===== src/rtl/stopwatch_ctrl.sv =====
// rtl/stopwatch_ctrl.sv - stopwatch timekeeping and run/pause/adjust controller
// Button debounce counters are built only when DEBOUNCE_EN is defined.
module stopwatch_ctrl #(
  parameter int TICK_DIV   = 100_000_000,
  parameter int ADJ_DIV    = 50_000_000,
  parameter int DEB_CYCLES = 1_000_000
) (
  input  logic       clk,
  input  logic       rst_n,
  input  logic       btn_pause,
  input  logic       btn_reset,
  input  logic       sw_adj,
  input  logic       sw_sel,
  output logic [5:0] min,
  output logic [5:0] sec,
  output logic       adjust,
  output logic       adj_sel,
  output logic       paused
);
  localparam int TW = $clog2(TICK_DIV);
  localparam int AW = $clog2(ADJ_DIV);
  localparam logic [TW-1:0] TICK_LAST = TW'(TICK_DIV - 1);
  localparam logic [AW-1:0] ADJ_LAST  = AW'(ADJ_DIV - 1);

  if (TICK_DIV < 2 || ADJ_DIV < 2 || DEB_CYCLES < 1) begin : g_bad_param
    $error("stopwatch_ctrl: TICK_DIV/ADJ_DIV must be >= 2 and DEB_CYCLES >= 1");
  end

  typedef enum logic [1:0] {S_PAUSE, S_RUN, S_ADJUST} state_t;
  state_t state_q, state_d;

  // Bit order of the synchronizer: {sw_sel, sw_adj, btn_reset, btn_pause}
  logic [3:0]    sync1_q, sync2_q;
  logic [1:0]    btn_lvl;
  logic [1:0]    btn_prev_q;
  logic          pause_press, reset_press;
  logic          sw_adj_s, sw_sel_s;
  logic          state_change, tick, adj_inc;
  logic [TW-1:0] tick_cnt_q;
  logic [AW-1:0] adj_cnt_q;
  logic [5:0]    min_q, sec_q;
  logic          adjust_q, adj_sel_q, paused_q;

  always_ff @(posedge clk or negedge rst_n) begin
    if (!rst_n) begin
      sync1_q <= '0;
      sync2_q <= '0;
    end else begin
      sync1_q <= {sw_sel, sw_adj, btn_reset, btn_pause};
      sync2_q <= sync1_q;
    end
  end

  assign sw_adj_s = sync2_q[2];
  assign sw_sel_s = sync2_q[3];

`ifdef DEBOUNCE_EN
  localparam int DW = (DEB_CYCLES > 1) ? $clog2(DEB_CYCLES) : 1;
  localparam logic [DW-1:0] DEB_LAST = DW'(DEB_CYCLES - 1);

  logic [DW-1:0] deb_cnt_q [2];
  logic [1:0]    deb_q;

  // The level follows the input only after DEB_CYCLES straight cycles of disagreement.
  always_ff @(posedge clk or negedge rst_n) begin
    if (!rst_n) begin
      deb_q <= '0;
      for (int i = 0; i < 2; i++) deb_cnt_q[i] <= '0;
    end else begin
      for (int i = 0; i < 2; i++) begin
        if (sync2_q[i] == deb_q[i]) begin
          deb_cnt_q[i] <= '0;
        end else if (deb_cnt_q[i] == DEB_LAST) begin
          deb_q[i]     <= sync2_q[i];
          deb_cnt_q[i] <= '0;
        end else begin
          deb_cnt_q[i] <= deb_cnt_q[i] + 1'b1;
        end
      end
    end
  end

  assign btn_lvl = deb_q;
`else
  assign btn_lvl = sync2_q[1:0];
`endif

  always_ff @(posedge clk or negedge rst_n) begin
    if (!rst_n) btn_prev_q <= '0;
    else        btn_prev_q <= btn_lvl;
  end

  assign pause_press = btn_lvl[0] & ~btn_prev_q[0];
  assign reset_press = btn_lvl[1] & ~btn_prev_q[1];

  always_ff @(posedge clk or negedge rst_n) begin
    if (!rst_n) state_q <= S_PAUSE;
    else        state_q <= state_d;
  end

  always_comb begin
    state_d = state_q;
    if (sw_adj_s) begin
      state_d = S_ADJUST;
    end else begin
      case (state_q)
        S_ADJUST: state_d = S_PAUSE;
        S_PAUSE:  if (pause_press) state_d = S_RUN;
        S_RUN:    if (pause_press) state_d = S_PAUSE;
        default:  state_d = S_PAUSE;
      endcase
    end
  end

  assign state_change = (state_d != state_q);
  assign tick         = (state_q == S_RUN)    && (tick_cnt_q == TICK_LAST);
  assign adj_inc      = (state_q == S_ADJUST) && (adj_cnt_q == ADJ_LAST);

  // Dividers restart from zero on any state change so the first step is a full period later.
  always_ff @(posedge clk or negedge rst_n) begin
    if (!rst_n) begin
      tick_cnt_q <= '0;
      adj_cnt_q  <= '0;
    end else begin
      if (reset_press || state_change || state_q != S_RUN || tick) tick_cnt_q <= '0;
      else                                                         tick_cnt_q <= tick_cnt_q + 1'b1;
      if (reset_press || state_change || state_q != S_ADJUST || adj_inc) adj_cnt_q <= '0;
      else                                                               adj_cnt_q <= adj_cnt_q + 1'b1;
    end
  end

  always_ff @(posedge clk or negedge rst_n) begin
    if (!rst_n) begin
      min_q <= '0;
      sec_q <= '0;
    end else if (reset_press) begin
      min_q <= '0;
      sec_q <= '0;
    end else if (tick) begin
      if (sec_q == 6'd59) begin
        sec_q <= '0;
        min_q <= (min_q == 6'd59) ? 6'd0 : min_q + 6'd1;
      end else begin
        sec_q <= sec_q + 6'd1;
      end
    end else if (adj_inc) begin
      if (sw_sel_s) sec_q <= (sec_q == 6'd59) ? 6'd0 : sec_q + 6'd1;
      else          min_q <= (min_q == 6'd59) ? 6'd0 : min_q + 6'd1;
    end
  end

  always_ff @(posedge clk or negedge rst_n) begin
    if (!rst_n) begin
      adjust_q  <= 1'b0;
      adj_sel_q <= 1'b0;
      paused_q  <= 1'b1;
    end else begin
      adjust_q  <= (state_d == S_ADJUST);
      adj_sel_q <= sw_sel_s;
      paused_q  <= (state_d == S_PAUSE);
    end
  end

  assign min     = min_q;
  assign sec     = sec_q;
  assign adjust  = adjust_q;
  assign adj_sel = adj_sel_q;
  assign paused  = paused_q;
endmodule


===== config.mk =====
export PLATFORM = sky130hd
export DESIGN_NAME = stopwatch_ctrl
export DESIGN_NICKNAME = d
export VERILOG_FILES = /design/src/rtl/stopwatch_ctrl.sv
export SDC_FILE = /design/constraint.sdc
export NUM_CORES = 1
export LEC_CHECK = 0
export ABC_AREA = 1
export CORE_MARGIN = 4
export CORE_UTILIZATION = 52
export DETAILED_ROUTE_END_ITERATION = 8
export PLACE_DENSITY_LB_ADDON = 0.08
export SYNTH_ARGS = -nofsm -noshare
export SYNTH_HDL_FRONTEND = slang
export SYNTH_SLANG_ARGS = --single-unit

===== constraint.sdc =====
create_clock -name clk -period 2.1 [get_ports clk]
set_clock_uncertainty 0.2 [all_clocks]
set_input_delay 0.42 -clock clk [delete_from_list [all_inputs] [get_ports clk]]
set_output_delay 0.42 -clock clk [all_outputs]
set_load 0.05 [all_outputs]

==> flow_summary.ini, run 1 <==
[yosys]
synth-main-ff-cell = dfrtp_1
syn_area_sq_um = 4290
postSynthCellCount = 537
ys_warn_count = 0
synth-edff-count = 0
synth_top_area_cell = dfrtp_1
synth_nets = 547
synth_top_cells_by_area = dfrtp_1 (46%), nand2_1 (10%), nor2_1 (9.5%)
async_reset_ff_frac = 1.00
synth_cell_types = 30
synthDominantCellAreaShare = 0.461
avgSynthCellArea_sq_um = 7.98
ys_ff_latch = 80
ys_seq_area_frac = 0.467

[grt]
grt_pass1_wl_mm = 15.5
grt_pass1_vias = 3444
grt_max_degree = 81
grtUsageTotal = 0.193
grt-ovfl-total = 0
grt_antenna_before_repair = 0

[clock_network]
clk_latency_ns = 0.35
cts.sinks = 80
cts-htree-levels = 3
cts-root-buf = clkbuf_8
cts_tree = built
clk_path_buf_depth = 2
cts_buffers = 9
path_clk_slew_ns = 0.08

[sta]
rsz0062_at_grt = false
max_freq_mhz = 521
slew_headroom = 0.616
min_period_ns = 1.92
setup_viol_count_final = 0
slew_violations = 0
whs_ns = 0.152
timing.final.hold_violations = 0
post-route-period-util = 0.915
tns_ns = 0
worstMarginPinSlew_ns = 0.570

[finish]
drive_above_1_share = 0.125
final_cells = 676
syn_to_final_growth_pct = 13.7
final_common_cell = nand2_1
final_cell_mix = nand2_1 (116), nor2_1 (109), dfrtp_1 (79), inv_1 (58), nand3_1 (30)
diodes = 0
nets = 579

[placed_design]
dp_cells = 657
io_buffer_count = 20
place_hpwl_mm = 6.42
place_congestion = 0.929

[detailed_routing]
wl_mm = 8.81
vias_per_cell = 5.16
wl_met3_um = 440
drc = 0
route.met2.wl_mm = 4.40
postRouteAntennaNets = 0
wl_per_cell_um = 13.0
drt_pass1_iterations = 5
detailedRoute.firstIterationViolations = 168
highest_layer = met4
num_vias = 3488
wl_met1_mm = 3.88

[run_status]
run_status = completed

[min_path]
hp-class = flip-flop to flip-flop

[floorplanning]
dieArea_sq_um = 9760
ios = 21
die_height_um = 98.8
core-area_sq_um = 7890
rows = 32
initial_core_util = 0.543
dieWidth_um = 98.8

[run]
cap_viol_max_count = 0

[setup_path]
crit_path_max_fanout = 6
path_class = flip-flop to flip-flop
cp.required_ns = 2.14
cp_num_buf_inv = 1
max_stage_delay_ns = 0.41
slowest_stage = dfrtp_1
cp-start-kind = flip-flop
cp_cell_sequence = ha_1 -> nand2_2 -> nor2_4 -> buf_4 -> nand2_1 -> nor3_1 -> xnor2_1 -> nor2_1
arrival_ns = 1.96
endpoint_kind = flip-flop
crit_family = simple AND/OR/NAND/NOR gates

[pwr]
p_comb_frac = 0.122
power_density_nw_per_um2 = 715
p_switching_mw = 0.906
p_int_mw = 2.58
p_leak_nw = 2.08
clkPwrFrac = 0.404
p_sw_frac = 0.260
p_seq_frac = 0.474
peakVddDrop_uv = 425
worst reg2reg max path, cell delays in order, from the launching register on:
cell	delay [ns]
dfrtp_1	0.41
ha_1	0.22
nand2_2	0.09
nor2_4	0.21
buf_4	0.16
nand2_1	0.07
nor3_1	0.27
xnor2_1	0.15
nor2_1	0.05
final cells by class:
class	count	area (sq um)
clock buffer	11	151
clock inverter	5	103
fill	705	3010
inverter	59	223
multi-input combinational	392	2010
sequential	80	2000
tap	102	128
timing repair buffer	27	254
logic make-up (layout without fill, tap and decap cells):
group / count (synthesis) / count (layout) / synth area share
adders and majority gates: 4 / 4 / 0.0117
buffers and inverters: 65 / 102 / 0.0642
DFF: 80 / 80 / 0.467
xor gates and xnor gates: 28 / 28 / 0.0572
and+or+nand+nor: 339 / 339 / 0.372
AOI/OAI and AO/OA: 21 / 21 / 0.0277
synth_stat cells (all sizes together) (5+ instances only):
| cell type | count |
|---|---|
| nor3b | 10 |
| xnor2 | 12 |
| a21oi | 11 |
| nor2 | 124 |
| inv | 58 |
| dfrtp | 79 |
| nor3 | 25 |
| nand4 | 13 |
| o21ai | 5 |
| xor2 | 16 |
| nand2 | 128 |
| nand3 | 34 |
through the flow:
step	power, mW	cell area, sq um	utilization	setup slack (ns)
after floorplan	1.96	4290	-	0.191
after global placement	2.10	4590	0.582	0.206
after CTS	3.53	4850	0.615	0.120
final	3.49	4870	0.618	0.179
after global routing	3.64	4870	0.618	0.00574
after detailed placement	2.11	4590	0.582	0.131
power by group through the flow:
stage               sequential (mW)  clock, mW  combinational (mW)
finish                         1.65       1.41               0.425
global route                   1.67       1.51               0.464
CTS                            1.65       1.45               0.430
detailed placement             1.68          0               0.428
global placement               1.68          0               0.422
floorplan                      1.82          0               0.138
what timing repair did:
| action | in CTS | in global routing |
|---|---|---|
| endpoints found under the hold margin | 79 | 0 |
| gates resized for setup | 1 | 1 |
| pin swaps | 0 | 1 |
| endpoints found under the setup margin | 1 | 9 |
| hold buffers | 1 | 0 |
| setup buffers | 0 | 2 |
routing by layer:
metal | vias to the layer above | GRT usage
met3 | 10 | 0.0460
met1 | 1638 | 0.245
met5 | - | 0
li1 | 1761 | -
met4 | 0 | 0.0536
met2 | 79 | 0.329
sequential cells by signal (all words and copies together) (netlist names):
signal / flops
adj_cnt_q: 26
adj_sel: 1
adjust: 1
btn_prev_q: 2
min: 6
paused: 1
sec: 6
state_q: 2
sync1_q: 4
sync2_q: 4
tick_cnt_q: 27
worst paths after layout:
| path | from | cells past startpoint | slack [ns] | to |
|---|---|---|---|---|
| worst max-delay path | tick_cnt_q[0]$_DFF_PN0_ | 8 | 0.18 | tick_cnt_q[22]$_DFF_PN0_ |
| worst min-delay path | sync1_q[1]$_DFF_PN0_ | 0 | 0.15 | sync2_q[1]$_DFF_PN0_ |
| worst max register to register | tick_cnt_q[0]$_DFF_PN0_ | 8 | 0.18 | tick_cnt_q[22]$_DFF_PN0_ |
| worst min register to register | sync1_q[1]$_DFF_PN0_ | 0 | 0.15 | sync2_q[1]$_DFF_PN0_ |
| max in group asynchronous | rst_n | 3 | 0.92 | paused$_DFF_PN1_ |
| min in group asynchronous | rst_n | 3 | 0.42 | tick_cnt_q[21]$_DFF_PN0_ |
Power figures use the tool's default switching activity.
==> inputs of run 2 (changes only) <==
- MAX_ROUTING_LAYER: unset -> met4
==> flow_summary.ini, run 2 (synthesis results as in run 1) <==
[detailed_routing]
drt_pass1_iterations = 4
detailedRoute.firstIterationViolations = 187
wl_mm = 8.81
drc = 0
wl_per_cell_um = 13.0
vias_per_cell = 5.09
num_vias = 3438
postRouteAntennaNets = 0

[pwr]
p_seq_frac = 0.521
p_switching_mw = 0.993
p_sw_frac = 0.313
p_int_mw = 2.18
p_comb_frac = 0.135
peakVddDrop_uv = 379
power_density_nw_per_um2 = 659
p_leak_nw = 2.04
clkPwrFrac = 0.343

[finish]
nets = 579
top_regs = tick_cnt_q (27), adj_cnt_q (26)
final_common_cell = nand2_1
final_cell_mix = nand2_1 (116), nor2_1 (109), dfrtp_1 (79), inv_1 (58), nand3_1 (30)
diodes = 0
utilization = 0.610
largest_reg_flops = 27
drive_above_1_share = 0.125
top_register = tick_cnt_q
syn_to_final_growth_pct = 12.3

[floorplanning]
initial_core_util = 0.543
die_height_um = 98.8
core-area_sq_um = 7890
rows = 32
dieArea_sq_um = 9760
ios = 21
dieWidth_um = 98.8

[setup_path]
cp-start-kind = flip-flop
crit_path_max_fanout = 19
arrival_ns = 1.98
endpoint_kind = flip-flop
cp.required_ns = 2.14
path_class = flip-flop to flip-flop

[grt]
grt_max_degree = 34
grt-ovfl-total = 0
grt_pass1_wl_mm = 15.6
grtUsageTotal = 0.202
grt_pass1_vias = 3399
grt_antenna_before_repair = 0

[sta]
max_freq_mhz = 515
post-route-period-util = 0.924
slew_headroom = 0.634
tns_ns = 0
rsz0062_at_grt = false
slew_violations = 0
whs_ns = 0.155
worstMarginPinSlew_ns = 0.543
timing.final.hold_violations = 0
min_period_ns = 1.94
setup_viol_count_final = 0

[clock_network]
clk_path_buf_depth = 2
cts_buffers = 9
cts-root-buf = clkbuf_8
cts_tree = built
cts-htree-levels = 3
cts_post_setup_buffers_inserted = 0
path_clk_slew_ns = 0.09
cts.sinks = 80
clk_latency_ns = 0.36

[run_status]
run_status = completed

[run]
cap_viol_max_count = 0

[placed_design]
io_buffer_count = 20
place_hpwl_mm = 6.59
place_congestion = 0.960

[min_path]
hp-class = flip-flop to flip-flop
==> run 2: changes by cell type in the layout (fill, tap and decap cells not counted) <==
cell and change:
bufinv_16 -3, clkinvlp_4 +2, clkbuf_8 -2, inv_8 +1
nand3_2 -1, inv_6 +3, nand3_4 +1, clkinv_2 -1
==> run 2: metrics by stage <==
step / setup WS, ns / area, sq um / cells / total power, mW
after floorplan: 0.191 / 4290 / 537 / 1.96
after global placement: 0.197 / 4610 / 659 / 2.11
after detailed placement: 0.113 / 4610 / 659 / 2.12
after CTS: 0.0966 / 4800 / 676 / 3.21
after global routing: 0.00600 / 4810 / 676 / 3.33
final: 0.160 / 4810 / 676 / 3.17
==> run 2: final timing paths <==
check / end / depth (start not counted) / start / slack, ns
worst max-delay path: adj_cnt_q[4]$_DFF_PN0_ / 9 / adj_cnt_q[0]$_DFF_PN0_ / 0.16
worst min register to register: sync2_q[3]$_DFF_PN0_ / 0 / sync1_q[3]$_DFF_PN0_ / 0.16
max in group asynchronous: sync1_q[2]$_DFF_PN0_ / 3 / rst_n / 0.76
worst min-delay path: sync2_q[3]$_DFF_PN0_ / 0 / sync1_q[3]$_DFF_PN0_ / 0.16
min in group asynchronous: tick_cnt_q[22]$_DFF_PN0_ / 2 / rst_n / 0.33
worst max register to register: adj_cnt_q[4]$_DFF_PN0_ / 9 / adj_cnt_q[0]$_DFF_PN0_ / 0.16
==> run 2: power by group through the flow <==
stage / registers, mW / clock network (mW) / logic [mW]
after floorplan: 1.82 / 0 / 0.138
after global placement: 1.68 / 0 / 0.424
after detailed placement: 1.69 / 0 / 0.431
after CTS: 1.65 / 1.12 / 0.432
after global routing: 1.67 / 1.19 / 0.470
final: 1.65 / 1.09 / 0.429
==> run 2: critical path: stages (launching register included) <==
cell and delay, ns:
dfrtp_1 0.41, ha_1 0.23, nand2_2 0.09, nor2_4 0.17
nand2_4 0.09, nor2_4 0.16, nand2_2 0.10, nand2_4 0.15
buf_12 0.16, nor3b_1 0.06
==> run 2: what timing repair did <==
action | in CTS | in global routing
gates cloned | 0 | 0
gates resized for setup | 1 | 2
hold buffers | 1 | 0
hold endpoints to repair | 30 | 0
endpoints found under the setup margin | 1 | 13
==> run 2: area by class of cell <==
class                           instances  area, sq um
Clock buffer                            9          124
Clock inverter                          7         60.1
Fill cell                             683         3080
Inverter                               59          223
Multi-Input combinational cell        392         2020
Sequential cell                        80         2000
Tap cell                              102          128
Timing Repair Buffer                   27          254
==> run 2: metal layers <==
metal  global-route usage  part of all wire  vias up
li1                     -                 -     1767
met1                0.264              0.48     1605
met2                0.319              0.48       58
met3               0.0382             0.035        8
met4               0.0651             0.012        0
met5                    -                 0        -
==> inputs of run 3 (changes only) <==
- CTS_CLUSTER_SIZE: unset -> 20
==> results of run 3 <==
Same layout as run 2: the final DEF is identical, and so are final timing and power.
